--- config.mk ---
export PLATFORM = sky130hd
export DESIGN_NAME = pulse_meter_flat
export DESIGN_NICKNAME = d
export VERILOG_FILES = /design/src/rtl/pulse_pkg.sv /design/src/rtl/pulse_meter_if.sv /design/src/rtl/pulse_sync.sv /design/src/rtl/pulse_meter.sv /design/src/flat_wrapper.sv
export SDC_FILE = /design/constraint.sdc
export NUM_CORES = 1
export LEC_CHECK = 0
export ABC_AREA = 1
export CAP_MARGIN = 0
export CORE_AREA = 2 2 89 91
export DETAILED_ROUTE_END_ITERATION = 10
export DIE_AREA = 0 0 91 93
export GPL_TIMING_DRIVEN = 0
export HOLD_SLACK_MARGIN = 0.08
export PLACE_DENSITY = 0.73
export SYNTH_ARGS = -nofsm -noshare
export SYNTH_HDL_FRONTEND = slang
export SYNTH_SLANG_ARGS = --single-unit
--- constraint.sdc ---
create_clock -name clk -period 1.29 [get_ports clk]
set_input_delay 0.258 -clock clk [delete_from_list [all_inputs] [get_ports clk]]
set_output_delay 0.258 -clock clk [all_outputs]
set_load 0.005 [all_outputs]
--- src/rtl/pulse_pkg.sv ---
// pulse_pkg: shared FSM state type and default sizing for the pulse measurement blocks.
package pulse_pkg;
  typedef enum logic {ST_LOW, ST_HIGH} state_e;
  localparam int PULSE_W = 16;
  localparam int PULSE_SYNC = 2;
endpackage

--- src/rtl/pulse_meter_if.sv ---
// pulse_meter_if: measurement result port, valid/ready handshake; master produces results.
interface pulse_meter_if
  import pulse_pkg::*;
#(
  parameter int W = PULSE_W
);
  logic [W-1:0] gap;
  logic [W-1:0] len;
  logic         gap_ovf;
  logic         len_ovf;
  logic         overrun;
  logic         valid;
  logic         ready;
  modport master (output gap, len, gap_ovf, len_ovf, overrun, valid, input ready);
  modport slave (input gap, len, gap_ovf, len_ovf, overrun, valid, output ready);
endinterface

--- src/rtl/pulse_sync.sv ---
// pulse_sync: SYNC-stage flop chain bringing an asynchronous level into the clk domain.
module pulse_sync
  import pulse_pkg::*;
#(
  parameter int SYNC = PULSE_SYNC
) (
  input  logic clk,
  input  logic rstn,
  input  logic d_i,
  output logic q_o
);
  logic [SYNC-1:0] sync_q;
  always_ff @(posedge clk or negedge rstn)
    if (!rstn) sync_q <= '0;
    else sync_q <= {sync_q[SYNC-2:0], d_i};
  assign q_o = sync_q[SYNC-1];
endmodule

--- src/rtl/pulse_meter.sv ---
// pulse_meter: measures low gap and high length of each pulse on an async line, result on valid/ready.
// Define PULSE_METER_FILTER_EN to fold pulses shorter than MIN_LEN back into the gap.
module pulse_meter
  import pulse_pkg::*;
#(
  parameter int W       = PULSE_W,
  parameter int SYNC    = PULSE_SYNC,
  parameter int MIN_LEN = 2
) (
  input  logic          clk,
  input  logic          rstn,
  input  logic          pulse_in,
  pulse_meter_if.master res
);
`ifdef PULSE_METER_FILTER_EN
  localparam bit FILTER = 1'b1;
`else
  localparam bit FILTER = 1'b0;
`endif
  localparam logic [W-1:0] MAX = '1;
  localparam logic [W-1:0] MIN_V = W'(MIN_LEN);
  logic         s;
  state_e       state_q, state_d;
  logic [W-1:0] cnt_q, cnt_d, gap_q, gap_d, inc, merged;
  logic [W+1:0] merge_sum;
  logic         gap_ovf_q, gap_ovf_d, sat, glitch, publish;
  logic [W-1:0] rgap_q, rgap_d, rlen_q, rlen_d;
  logic         rgovf_q, rgovf_d, rlovf_q, rlovf_d;
  logic         valid_q, valid_d, overrun_q, overrun_d;

  pulse_sync #(.SYNC(SYNC)) u_sync (.clk(clk), .rstn(rstn), .d_i(pulse_in), .q_o(s));

  assign sat = cnt_q == MAX;
  assign inc = sat ? cnt_q : cnt_q + 1'b1;
  // A filtered glitch rejoins the gap: earlier gap + glitch cycles + this low sample.
  assign merge_sum = {2'b0, gap_q} + {2'b0, cnt_q} + (W+2)'(1);
  assign merged = |merge_sum[W+1:W] ? MAX : merge_sum[W-1:0];
  assign glitch = FILTER && (cnt_q < MIN_V);

  always_comb begin
    state_d = state_q;
    cnt_d = inc;
    gap_d = gap_q;
    gap_ovf_d = gap_ovf_q;
    publish = 1'b0;
    if (state_q == ST_LOW) begin
      if (s) begin
        gap_d = cnt_q;
        gap_ovf_d = sat;
        cnt_d = W'(1);
        state_d = ST_HIGH;
      end
    end else if (!s) begin
      publish = !glitch;
      cnt_d = glitch ? merged : W'(1);
      state_d = ST_LOW;
    end
  end

  always_comb begin
    rgap_d = publish ? gap_q : rgap_q;
    rlen_d = publish ? cnt_q : rlen_q;
    rgovf_d = publish ? gap_ovf_q : rgovf_q;
    rlovf_d = publish ? sat : rlovf_q;
    valid_d = publish || (valid_q && !res.ready);
    overrun_d = publish ? (valid_q && !res.ready) : (overrun_q && !res.ready);
  end

  always_ff @(posedge clk or negedge rstn)
    if (!rstn) begin
      state_q <= ST_LOW;
      cnt_q <= '0;
      gap_q <= '0;
      gap_ovf_q <= 1'b0;
      rgap_q <= '0;
      rlen_q <= '0;
      rgovf_q <= 1'b0;
      rlovf_q <= 1'b0;
      valid_q <= 1'b0;
      overrun_q <= 1'b0;
    end else begin
      state_q <= state_d;
      cnt_q <= cnt_d;
      gap_q <= gap_d;
      gap_ovf_q <= gap_ovf_d;
      rgap_q <= rgap_d;
      rlen_q <= rlen_d;
      rgovf_q <= rgovf_d;
      rlovf_q <= rlovf_d;
      valid_q <= valid_d;
      overrun_q <= overrun_d;
    end

  assign res.gap = rgap_q;
  assign res.len = rlen_q;
  assign res.gap_ovf = rgovf_q;
  assign res.len_ovf = rlovf_q;
  assign res.valid = valid_q;
  assign res.overrun = overrun_q;
endmodule

--- src/flat_wrapper.sv ---
// flat-port wrapper written by rule: the top's interface ports become plain ports
module pulse_meter_flat import pulse_pkg::*;
#(
  parameter int W       = PULSE_W,
  parameter int SYNC    = PULSE_SYNC,
  parameter int MIN_LEN = 2
)
  (clk, rstn, pulse_in, res_gap, res_len, res_gap_ovf, res_len_ovf, res_overrun, res_valid, res_ready);
  pulse_meter_if #(.W(W)) res_i ();
  input  logic clk;
  input  logic rstn;
  input  logic pulse_in;
  output wire logic [$bits(res_i.gap)-1:0] res_gap;
  output wire logic [$bits(res_i.len)-1:0] res_len;
  output wire logic [$bits(res_i.gap_ovf)-1:0] res_gap_ovf;
  output wire logic [$bits(res_i.len_ovf)-1:0] res_len_ovf;
  output wire logic [$bits(res_i.overrun)-1:0] res_overrun;
  output wire logic [$bits(res_i.valid)-1:0] res_valid;
  input wire logic [$bits(res_i.ready)-1:0] res_ready;
  assign res_gap = res_i.gap;
  assign res_len = res_i.len;
  assign res_gap_ovf = res_i.gap_ovf;
  assign res_len_ovf = res_i.len_ovf;
  assign res_overrun = res_i.overrun;
  assign res_valid = res_i.valid;
  assign res_i.ready = res_ready;
  pulse_meter #(.W(W), .SYNC(SYNC), .MIN_LEN(MIN_LEN)) u_core (.clk(clk), .rstn(rstn), .pulse_in(pulse_in), .res(res_i));
endmodule
# == Word-level counts from Yosys, hierarchy flattened ==
# Index checks and enable logic that the tools add are counted.
# classes
n_bitwise,1
add_sub_neg,1
eq_ne,1
n_mux,8
n_reduce_logical,5
# ops
op,count
16-bit 2-to-1 mux,4
16-bit by 1-bit adder with 16-bit output (second input constant),1
16-bit equality test (second input constant),1
1-bit 2-to-1 mux,4
1-bit logical AND,2
2-bit AND reduction,1
1-bit zero test,1
1-bit logical OR,1
1-bit NOT,1
# word_totals
register_bits,72
out_inout_bits,36
wordCells,27

# == Depth between registers and ports, before layout ==
# Gate-level depths: netlist (run 1).
# depth
depth_word,4
mapped_depth,9
mapped_depth_nobuf,9

# == By module ==
# Synthesis (run 1) repeated with hierarchy kept, for this count alone.
# hier_totals
hier_cells,319
area_unflattened_um2,2949.1
# by_module_without_submodules
module,cells_per_inst,n_inst,area_per_inst_um2,seq_area_each_um2
pulse_meter,317,1,2899.0,1751.7
pulse_sync,2,1,50.0,50.0

# == Worst setup path after synthesis (run 1) ==
# Ideal clock, no wire load.
# synth_path
path_kind,register to register
start,register u_core.cnt_q[1]
end,register u_core.cnt_q[1]
path_stages_with_launch,9
slack_ps,-59
arrival_ps,1232
t_required_ps,1172
path_buffers,0
cell_sequence,dfrtp_1 ha_1 nand3_2 inv_2 nand2_4 nor2_8 nand2_4 o21ai_2 nor2_2
# synth_between
elab_chain_len,4
# synth_lines
item,line,source
"start, declared",pulse_meter.sv:24,"logic [W-1:0] cnt_q, cnt_d, gap_q, gap_d, inc, merged;"
"start signal, assigned",pulse_meter.sv:83,cnt_q <= cnt_d;
16-bit by 1-bit adder with 16-bit output / 16-bit equality test (equally long branches),"pulse_meter.sv:34, pulse_meter.sv:33",
16-bit 2-to-1 mux *,pulse_meter.sv:34,assign inc = sat ? cnt_q : cnt_q + 1'b1;
16-bit 2-to-1 mux (on tied branches),"pulse_meter.sv:47, pulse_meter.sv:53",
16-bit 2-to-1 mux *,pulse_meter.sv:46,if (state_q == ST_LOW) begin
net u_core.cnt_d[1],pulse_meter.sv:24,
# The timed path passes the listed nets; every way through them passes the cells marked *.
# A chain may end at the register's enable or synchronous reset.

# == Worst setup path after layout (run 1) ==
# layout_path
start,register u_core.cnt_q[7]
end,register u_core.cnt_q[1]
# layout_between
elab_chain_len,4
# layout_lines
item,line,source
16-bit equality test *,pulse_meter.sv:33,assign sat = cnt_q == MAX;
16-bit 2-to-1 mux *,pulse_meter.sv:34,
16-bit 2-to-1 mux (on tied branches),"pulse_meter.sv:47, pulse_meter.sv:53",
16-bit 2-to-1 mux *,pulse_meter.sv:46,
net u_core.cnt_d[1],pulse_meter.sv:24,
# Marks and branches as above.

==> flow_summary.yaml, run 1 <==
outcome:
  status: "complete, but fails checks"
  violations: "setup timing"
synth:
  postSynth.asyncResetShare_pct: 100.0
  ys.flop_type: "dfrtp_1"
  synth_cell_types: 25
  syn_avg_cell_area_um2: 9.249
  yosysSeqAreaShare_pct: 61.07
  yosysMostFrequentCell: "nand2_1"
  synth_edf_count: 0
  synthTopCellsByArea: "dfrtp_1 (61%), nand2_1 (15%), o21ai_0 (5.8%), inv_1 (2.5%), a21oi_1 (2.4%)"
  synth_nets: 324
  synth_warnings: 0
  synthTopCellsByCount: "nand2_1 (114), dfrtp_1 (72), o21ai_0 (34), inv_1 (20)"
  yosysTopAreaCell: "dfrtp_1"
  synth-seq-cells: 72
  mappedNetlistArea_mm2: 0.002950
  syn-instance-count: 319
  synth_top_cell_area_share_pct: 61.07
timing:
  setup_tns_ps: -187.4
  finalCritPeriodShare_pct: 104.3
  whs_ps: 345.2
  skew_ps: 7.947
  fin_crit_ps: 1346
  fmax_ghz: 0.7432
  fin_ws_ps: -55.57
  setup_viol: 7
  slew_violations: 0
  tightest_slew_ps: 637.3
  rsz0062_at_grt: "true"
  finalHoldViolCount: 0
  slew-limit-headroom_pct: 57.52
floorplanning:
  io_pins: 40
  die_h_um: 93
  num_rows: 32
  coreArea_mm2: 0.007527
  start_util_pct: 39.20
  die_width_um: 91
  dieArea_mm2: 0.008463
clocking:
  clkTransAtPathRegs_ps: 70
  clk_path_buf_depth: 2
  htreeDepth: 3
  insertion_delay_ps: 350
  clock_sinks: 72
  cts_tree: "yes"
  numCtsBuffers: 9
  cts.root.buffer_cell: "clkbuf_8"
cells_and_area:
  fin_cells: 516
  postLayoutCoreUtil_pct: 54.22
  post-route-cell-area_mm2: 0.004081
  area_growth_pct: 38.34
  fillers: 678
  final_nets: 414
  diodes: 0
  drive_above_1_share_pct: 23.91
critical_path:
  path_buf_inv: 0
  slowest_delay_ps: 420
  path_class: "reg2reg"
  crit_path_max_fanout: 7
  critPathMostFrequentCell: "nor2_2"
  required_ps: 1530
  worstPathCellList: "nand2_1, nor2_2, nand2_4, nor2_8, nand2_8, o21ai_2, nor2_2"
  worstPathArrival_ps: 1580
  setup.worst_path.end_class: "flip-flop"
  cp_top_family: "simple AND/OR/NAND/NOR gates"
  worstSetupStartpointType: "flip-flop"
  cpMaxStageDelayCell: "dfrtp_1"
power:
  p_per_area_mw_per_mm2: 1184
  ir_drop_v: 0.0004486
  power_mw: 4.831
  p_leak_nw: 2.134
global_routing:
  grt_overflow_total: 0
  grt_use_total_pct: 16.68
  grt_pass1_vias: 2330
  grt_pass1_wl_um: 10920
  antenna_found_initial: 0
  grt_start_max_net_pins: 73
placed_design:
  io_buffer_count: 39
  placed_cells: 460
  placed_area_mm2: 0.003478
  hpwl_um: 4242
  gp_congestion: 0.8464
  dp_slack_ps: -142.1
route:
  antenna_left: 0
  via_per_inst: 4.769
  drc: 0
  wl_per_cell_um: 12.98
  via_count: 2461
  wirelength_um: 6696
  detail_route.first_pass.iterations: 4
  drt_iter0_markers: 169
job:
  drv_cap: 0
min_path:
  hp-class: "in2reg"
-- per-layer routing --
layer / up-vias / GRT usage [%] / routed length (µm)
met5: - / 0 / 0
met3: 18 / 3.546 / 317
li1: 1201 / - / -
met1: 1180 / 19.82 / 2788
met2: 62 / 27.90 / 3362
met4: 0 / 10.10 / 229
-- cell usage in the layout (no fill, tap or decap), types with 2 or more instances in the layout --
cell	n
a21oi_1	8
a21oi_2	6
buf_4	37
buf_6	2
bufinv_16	2
clkbuf_1	3
clkbuf_2	5
clkbuf_8	9
clkdlybuf4s15_1	8
clkdlybuf4s50_1	2
clkinv_2	3
clkinv_4	2
dfrtp_1	69
dfrtp_2	3
dlygate4sd2_1	28
inv_1	19
inv_2	2
inv_4	2
nand2_1	111
nand2_2	5
nand3_1	5
nand3b_4	2
nand4_1	5
nor2_1	12
nor2_2	5
nor2_4	2
o21ai_0	32
o21ai_1	6
o21ai_2	2
xor2_1	5
-- power by group --
group,total (mW),internal [mW],switching (mW)
logic,0.478,0.219,0.259
registers,2.45,2.37,0.0858
clock network,1.90,1.08,0.816
-- state kept, by name, summed over array words and instances (netlist names) --
signal,cells
u_core.u_sync.sync_q,2
u_core.res.overrun,1
u_core.res.valid,1
u_core.gap_q,16
u_core.cnt_q,16
u_core.res.gap,16
u_core.res.len,16
u_core.res.gap_ovf,1
u_core.state_q,1
u_core.res.len_ovf,1
u_core.gap_ovf_q,1
-- final timing paths --
kind	cells after the start	startpoint	end	slack, ps
hold reg to reg	0	u_core.u_sync.sync_q[0]	u_core.u_sync.sync_q[1]	350
setup / recovery	7	u_core.cnt_q[7]	u_core.cnt_q[1]	-60
hold / removal	1	pulse_in	u_core.u_sync.sync_q[0]	350
min in group asynchronous	2	rstn	u_core.u_sync.sync_q[0]	470
max in group asynchronous	2	rstn	u_core.cnt_q[1]	340
setup reg to reg	7	u_core.cnt_q[7]	u_core.cnt_q[1]	-60
-- cell families (layout without fill, tap and decap cells) --
group / Yosys count / in the layout / synth area share (%)
DFF: 72 / 72 / 61.07
buffers and inverters: 34 / 128 / 4.410
AOI/OAI and AO/OA: 54 / 54 / 9.287
xor gates and xnor gates: 6 / 6 / 1.781
and+or+nand+nor: 152 / 153 / 23.03
adders and majority gates: 1 / 1 / 0.4240
-- what timing repair did --
action                                  4_1_cts  5_1_grt
hold endpoints to repair                     72        0
hold buffers                                  1        0
buffers inserted                             25       13
gates cloned                                  0        1
pin swaps                                     8        4
gates resized for setup                      54       30
endpoints found under the setup margin       91      133
-- cell type report --
type | instances | area [µm²] | share of cell area [%]
Tap cell | 102 | 127.6 | 3.127
Multi-Input combinational cell | 214 | 1116 | 27.35
Clock buffer | 10 | 127.6 | 3.127
Buffer | 10 | 52.55 | 1.288
Sequential cell | 72 | 1805 | 44.24
Inverter | 24 | 100.1 | 2.452
Timing Repair Buffer | 78 | 668.1 | 16.37
Clock inverter | 6 | 83.83 | 2.054
-- worst reg2reg max path: stages (launching register included) --
cell and delay, ps:
dfrtp_1 420, nand2_1 120, nor2_2 150, nand2_4 100, nor2_8 160, nand2_8 100
o21ai_2 150, nor2_2 40
No activity file was read; power rests on OpenSTA's default activity.
==> run 2, diff against run 1 <==
--- a/config.mk
+++ b/config.mk
@@ -12,7 +12,8 @@
 export DIE_AREA = 0 0 91 93
 export GPL_TIMING_DRIVEN = 0
 export HOLD_SLACK_MARGIN = 0.08
-export PLACE_DENSITY = 0.73
+export PLACE_DENSITY = 0.71
+export SLEW_MARGIN = 10
 export SYNTH_ARGS = -nofsm -noshare
 export SYNTH_HDL_FRONTEND = slang
 export SYNTH_SLANG_ARGS = --single-unit
==> constraint.sdc (replaced) <==
create_clock -name clk -period 1.6 [get_ports clk]
set_input_delay 0.32 -clock clk [delete_from_list [all_inputs] [get_ports clk]]
set_output_delay 0.32 -clock clk [all_outputs]
set_load 0.005 [all_outputs]
==> run 2 against run 1 <==
  * The flow now finishes without violations
  * Routed wire length decreased by 7.8%
  * Sequential share of layout area rose by 4.0 points
  * Cell count fell by 7.4%
  * Power is 19% lower
  * Combinational power fell by 30%
  * Via count fell by 9.9%
  * Setup slack improved by 100 ps
  * First-iteration DRC count is 24% lower
==> flow_summary.yaml, run 2 (synthesized netlist as in run 1, its figures left out) <==
critical_path:
  path_class: "reg2out"
  slowest_delay_ps: 520
  cpMaxStageDelayCell: "clkdlybuf4s50_1"
  worstPathArrival_ps: 1230
  worstSetupStartpointType: "flip-flop"
  cp_top_family: "buffers and inverters"
  crit_path_start: "u_core.res.len[12]"
  setup.worst_path.end_class: "primary output"
  path_buf_inv: 1
  crit_path_max_fanout: 2
  worstPathCellList: "clkdlybuf4s50_1"
  timing.rr.start: "u_core.cnt_q[0]"
  required_ps: 1280
cells_and_area:
  postLayoutCoreUtil_pct: 49.65
  fillers: 733
  layout.cells.most_common: "nand2_1"
  post-route-cell-area_mm2: 0.003737
  final_nets: 376
  fin_cells: 478
  diodes: 0
  seq_area_mm2: 0.001803
  multi_input_area_mm2: 0.001021
  drive_above_1_share_pct: 10.37
  area_growth_pct: 26.67
  mostFrequentLayoutCells: "nand2_1 (114), dfrtp_1 (71), clkdlybuf4s50_1 (38), o21ai_0 (34), inv_1 (20)"
clocking:
  numCtsBuffers: 9
  insertion_delay_ps: 350
  clock_sinks: 72
  clkTransAtPathRegs_ps: 70
  htreeDepth: 3
  cts.root.buffer_cell: "clkbuf_8"
  clk_path_buf_depth: 2
  cts_tree: "yes"
global_routing:
  grt_start_max_net_pins: 49
  grt_overflow_total: 0
  grt_pass1_vias: 2206
  grt_pass1_wl_um: 10800
  grt_use_total_pct: 16.49
  antenna_found_initial: 0
timing:
  tightest_slew_ps: 467.8
  fmax_ghz: 0.6435
  skew_ps: 7.715
  fin_crit_ps: 1554
  finalHoldViolCount: 0
  slew_violations: 0
  setup_viol: 0
  finalCritPeriodShare_pct: 97.12
  rsz0062_at_grt: "false"
  slew-limit-headroom_pct: 68.81
job:
  drv_cap: 0
placed_design:
  placed_area_mm2: 0.003493
  placed_cells: 461
  hpwl_um: 4579
  gp_congestion: 0.8677
  io_buffer_count: 39
min_path:
  worstHoldStart: "u_core.u_sync.sync_q[0]"
  hp-class: "reg2reg"
floorplanning:
  die_width_um: 91
  start_util_pct: 39.20
  num_rows: 32
  dieArea_mm2: 0.008463
  io_pins: 40
  die_h_um: 93
  coreArea_mm2: 0.007527
route:
  antenna_left: 0
  drt_iter0_markers: 129
  via_count: 2218
  wirelength_um: 6176
  detail_route.first_pass.iterations: 4
  drc: 0
  wl_per_cell_um: 12.92
  via_per_inst: 4.640
power:
  power_mw: 3.937
  ir_drop_v: 0.0004599
  p_per_area_mw_per_mm2: 1053
  p_leak_nw: 1.785
outcome:
  status: "complete, no violations"
## run 2: cell types whose count changed in the layout (fill, tap and decap cells not counted), sizes merged
cell,delta
buf,-38
clkbuf,+2
clkdlybuf4s15,-8
clkdlybuf4s50,+36
clkinv,-1
dlygate4sd2,-28
nand3b,-1
## run 2: path summary, 6_finish.rpt
check	end	slack, ps	cells past startpoint
max in group asynchronous	u_core.cnt_q[1]	630	3
min in group asynchronous	u_core.res.overrun	410	2
worst max-delay path	res_len[12]	50	1
worst min register to register	u_core.u_sync.sync_q[1]	360	0
worst max register to register	u_core.cnt_q[1]	160	8
worst min-delay path	u_core.u_sync.sync_q[1]	360	0
## run 2: area by class of cell
| class | count | share of cell area [%] |
|---|---|---|
| Sequential cell | 72 | 48.24 |
| Multi-Input combinational cell | 213 | 27.32 |
| Timing Repair Buffer | 41 | 11.38 |
| Clock buffer | 11 | 4.051 |
| Tap cell | 102 | 3.415 |
| Inverter | 24 | 2.444 |
| Clock inverter | 5 | 2.109 |
| Buffer | 10 | 1.038 |
## run 2: what timing repair did
| item | CTS | global route |
|---|---|---|
| hold buffers | 1 | 0 |
| hold endpoints to repair | 24 | 0 |
| buffers inserted | 0 | 0 |
| endpoints found under the setup margin | 0 | 15 |
| resized for setup | 0 | 2 |
## run 2: where the power goes
group,switching [mW],total [mW],internal [mW],leakage [nW]
Clock,0.665,1.63,0.960,0.119
Sequential,0.0691,1.98,1.91,0.980
Combinational,0.182,0.335,0.154,0.685
## run 2: per-layer routing
layer | track usage [%] | routed length, µm | up-vias
met4 | 5.177 | 88 | 0
met5 | 0 | 0 | -
met3 | 5.238 | 286 | 7
met2 | 27.22 | 3101 | 39
li1 | - | - | 1119
met1 | 20.81 | 2698 | 1053
## run 2: stage by stage
| step | setup TNS [ps] | setup slack (ps) | hold slack [ps] |
|---|---|---|---|
| after floorplan | 0 | 250.6 | 24.41 |
| after global placement | -154850 | -2153 | 336.0 |
| after detailed placement | 0 | 92.17 | 245.4 |
| after CTS | 0 | 29.22 | 361.6 |
| after global routing | 0 | 4.752 | 366.2 |
| final | 0 | 46.10 | 358.1 |
==> run 3, diff against run 2 <==
--- a/config.mk
+++ b/config.mk
@@ -8,6 +8,7 @@
 export ABC_AREA = 1
 export CAP_MARGIN = 0
 export CORE_AREA = 2 2 89 91
+export CTS_CLUSTER_SIZE = 16
 export DETAILED_ROUTE_END_ITERATION = 10
 export DIE_AREA = 0 0 91 93
 export GPL_TIMING_DRIVEN = 0
==> constraint.sdc (replaced) <==
create_clock -name clk -period 1.48 [get_ports clk]
set_input_delay 0.296 -clock clk [delete_from_list [all_inputs] [get_ports clk]]
set_output_delay 0.296 -clock clk [all_outputs]
set_load 0.005 [all_outputs]
==> run 3 against run 2 <==
  * First-iteration DRC count shrank 13%
  * Clock skew down 1.4 ps
  * Global-route usage increased by 0.30 points
  * Combinational power increased by 11%
  * Critical path type is now reg2reg
  * Highest routed layer unchanged
  * Non-clock buffer count increased by 10
  * Critical endpoint is now u_core.cnt_q[1]
==> flow_summary.yaml, run 3 (synthesized netlist as in run 1, its figures left out) <==
floorplanning:
  start_util_pct: 39.20
  die_h_um: 93
  num_rows: 32
  io_pins: 40
  dieArea_mm2: 0.008463
  coreArea_mm2: 0.007527
  die_width_um: 91
timing:
  rsz0062_at_grt: "false"
  slew_violations: 0
  finalHoldViolCount: 0
  skew_ps: 6.274
  finalCritPeriodShare_pct: 93.01
  setup_viol: 0
  whs_ps: 358.1
  fin_ws_ps: 103.4
  setup_tns_ps: 0
  tightest_slew_ps: 374.4
  slew-limit-headroom_pct: 75.04
  fin_crit_ps: 1377
  fmax_ghz: 0.7264
route:
  antenna_left: 0
  via_per_inst: 4.650
  via_count: 2269
  wirelength_um: 6287
  detail_route.first_pass.iterations: 4
  drc: 0
  wl_per_cell_um: 12.88
  drt_iter0_markers: 112
global_routing:
  grt_use_total_pct: 16.79
  grt_start_max_net_pins: 49
  grt_pass1_wl_um: 11020
  grt_overflow_total: 0
  antenna_found_initial: 0
  grt_pass1_vias: 2256
outcome:
  status: "complete, no violations"
placed_design:
  hpwl_um: 4579
  gp_congestion: 0.8677
  placed_cells: 461
  io_buffer_count: 39
  dp_slack_ps: -27.83
power:
  p_leak_nw: 2.015
  p_per_area_mw_per_mm2: 1124
  ir_drop_v: 0.0004989
critical_path:
  endpoint: "u_core.cnt_q[1]"
  timing.rr.start: "u_core.cnt_q[0]"
  path_class: "reg2reg"
  reg2regPathDepth: 9
  critPathMostFrequentCell: "nand2_4"
  worstPathArrival_ps: 1620
  slowest_delay_ps: 450
  r2r_slack_ps: 100
  worstPathCellList: "ha_4, nand3_2, inv_2, nand2_4, nor2_8, nand2_4, clkinv_2, nor2_1, nor2_2"
  cp_top_family: "simple AND/OR/NAND/NOR gates"
  crit_path_start: "u_core.cnt_q[0]"
  cpMaxStageDelayCell: "dfrtp_2"
  path_depth: 9
  worstSetupStartpointType: "flip-flop"
  setup.worst_path.end_class: "flip-flop"
  path_buf_inv: 2
  crit_path_max_fanout: 7
  r2r-end: "u_core.cnt_q[1]"
  required_ps: 1720
clocking:
  cts.root.buffer_cell: "clkbuf_8"
  clkTransAtPathRegs_ps: 70
  insertion_delay_ps: 350
  numCtsBuffers: 9
  cts_tree: "yes"
  clk_path_buf_depth: 2
  htreeDepth: 3
  clock_sinks: 72
cells_and_area:
  mostFrequentLayoutCells: "nand2_1 (114), dfrtp_1 (71), dlygate4sd2_1 (36), o21ai_0 (34), inv_1 (20)"
  layout.cells.most_common: "nand2_1"
  area_growth_pct: 28.33
  fin_cells: 488
  drive_above_1_share_pct: 14.25
  final_nets: 386
  diodes: 0
job:
  drv_cap: 0
min_path:
  hp-class: "reg2reg"
## run 3: cell types whose count changed in the layout (fill, tap and decap cells not counted), sizes merged
cell,before,now
clkdlybuf4s50,38,2
dlygate4sd2,0,36
buf,3,13
## run 3: routing by layer
metal,wire length [µm],vias to the layer above,track usage (%)
li1,-,1141,-
met1,2716,1076,20.97
met2,3174,45,28.09
met3,304,7,5.238
met4,93,0,5.177
met5,0,-,0
## run 3: report_power, final
group / total (mW) / internal, mW / switching, mW / leakage (nW)
combinational: 0.372 / 0.162 / 0.210 / 0.915
sequential: 2.13 / 2.06 / 0.0712 / 0.980
clock: 1.75 / 1.04 / 0.713 / 0.119
total: 4.25 / 3.26 / 0.994 / 2.02
## run 3: area by class of cell
cell class / count / area, µm²
Buffer: 10 / 45.04
Clock buffer: 11 / 151.4
Clock inverter: 5 / 78.83
Fill cell: 739 / 3741
Inverter: 24 / 91.34
Multi-Input combinational cell: 213 / 1033
Sequential cell: 72 / 1803
Tap cell: 102 / 127.6
Timing Repair Buffer: 51 / 455.4
## run 3: repair_timing
| item | in CTS | in global routing |
|---|---|---|
| setup buffers | 10 | 0 |
| hold buffers | 1 | 0 |
| endpoints found under the setup margin | 49 | 39 |
| pin swaps | 0 | 1 |
| gates resized for setup | 37 | 13 |
| hold endpoints to repair | 24 | 0 |
## run 3: worst min-delay path by stage
stage | startpoint | end | slack, ps | depth (start not counted)
final | u_core.u_sync.sync_q[0] | u_core.u_sync.sync_q[1] | 360 | 0
after global routing | pulse_in | u_core.u_sync.sync_q[0] | 360 | 1
after CTS | u_core.u_sync.sync_q[0] | u_core.u_sync.sync_q[1] | 360 | 0
after detailed placement | rstn | u_core.res.gap[3] | 220 | 1
after global placement | u_core.u_sync.sync_q[0] | u_core.u_sync.sync_q[1] | 340 | 0
after floorplan | rstn | u_core.cnt_q[0] | 0.4 | 0
## run 3: metrics by stage
stage	power, mW	area [µm²]	util (%)
floorplan	2.325	2950	-
global placement	2.520	3468	46.08
detailed placement	2.541	3493	46.41
CTS	4.279	3766	50.03
global route	4.459	3786	50.30
finish	4.254	3786	50.30
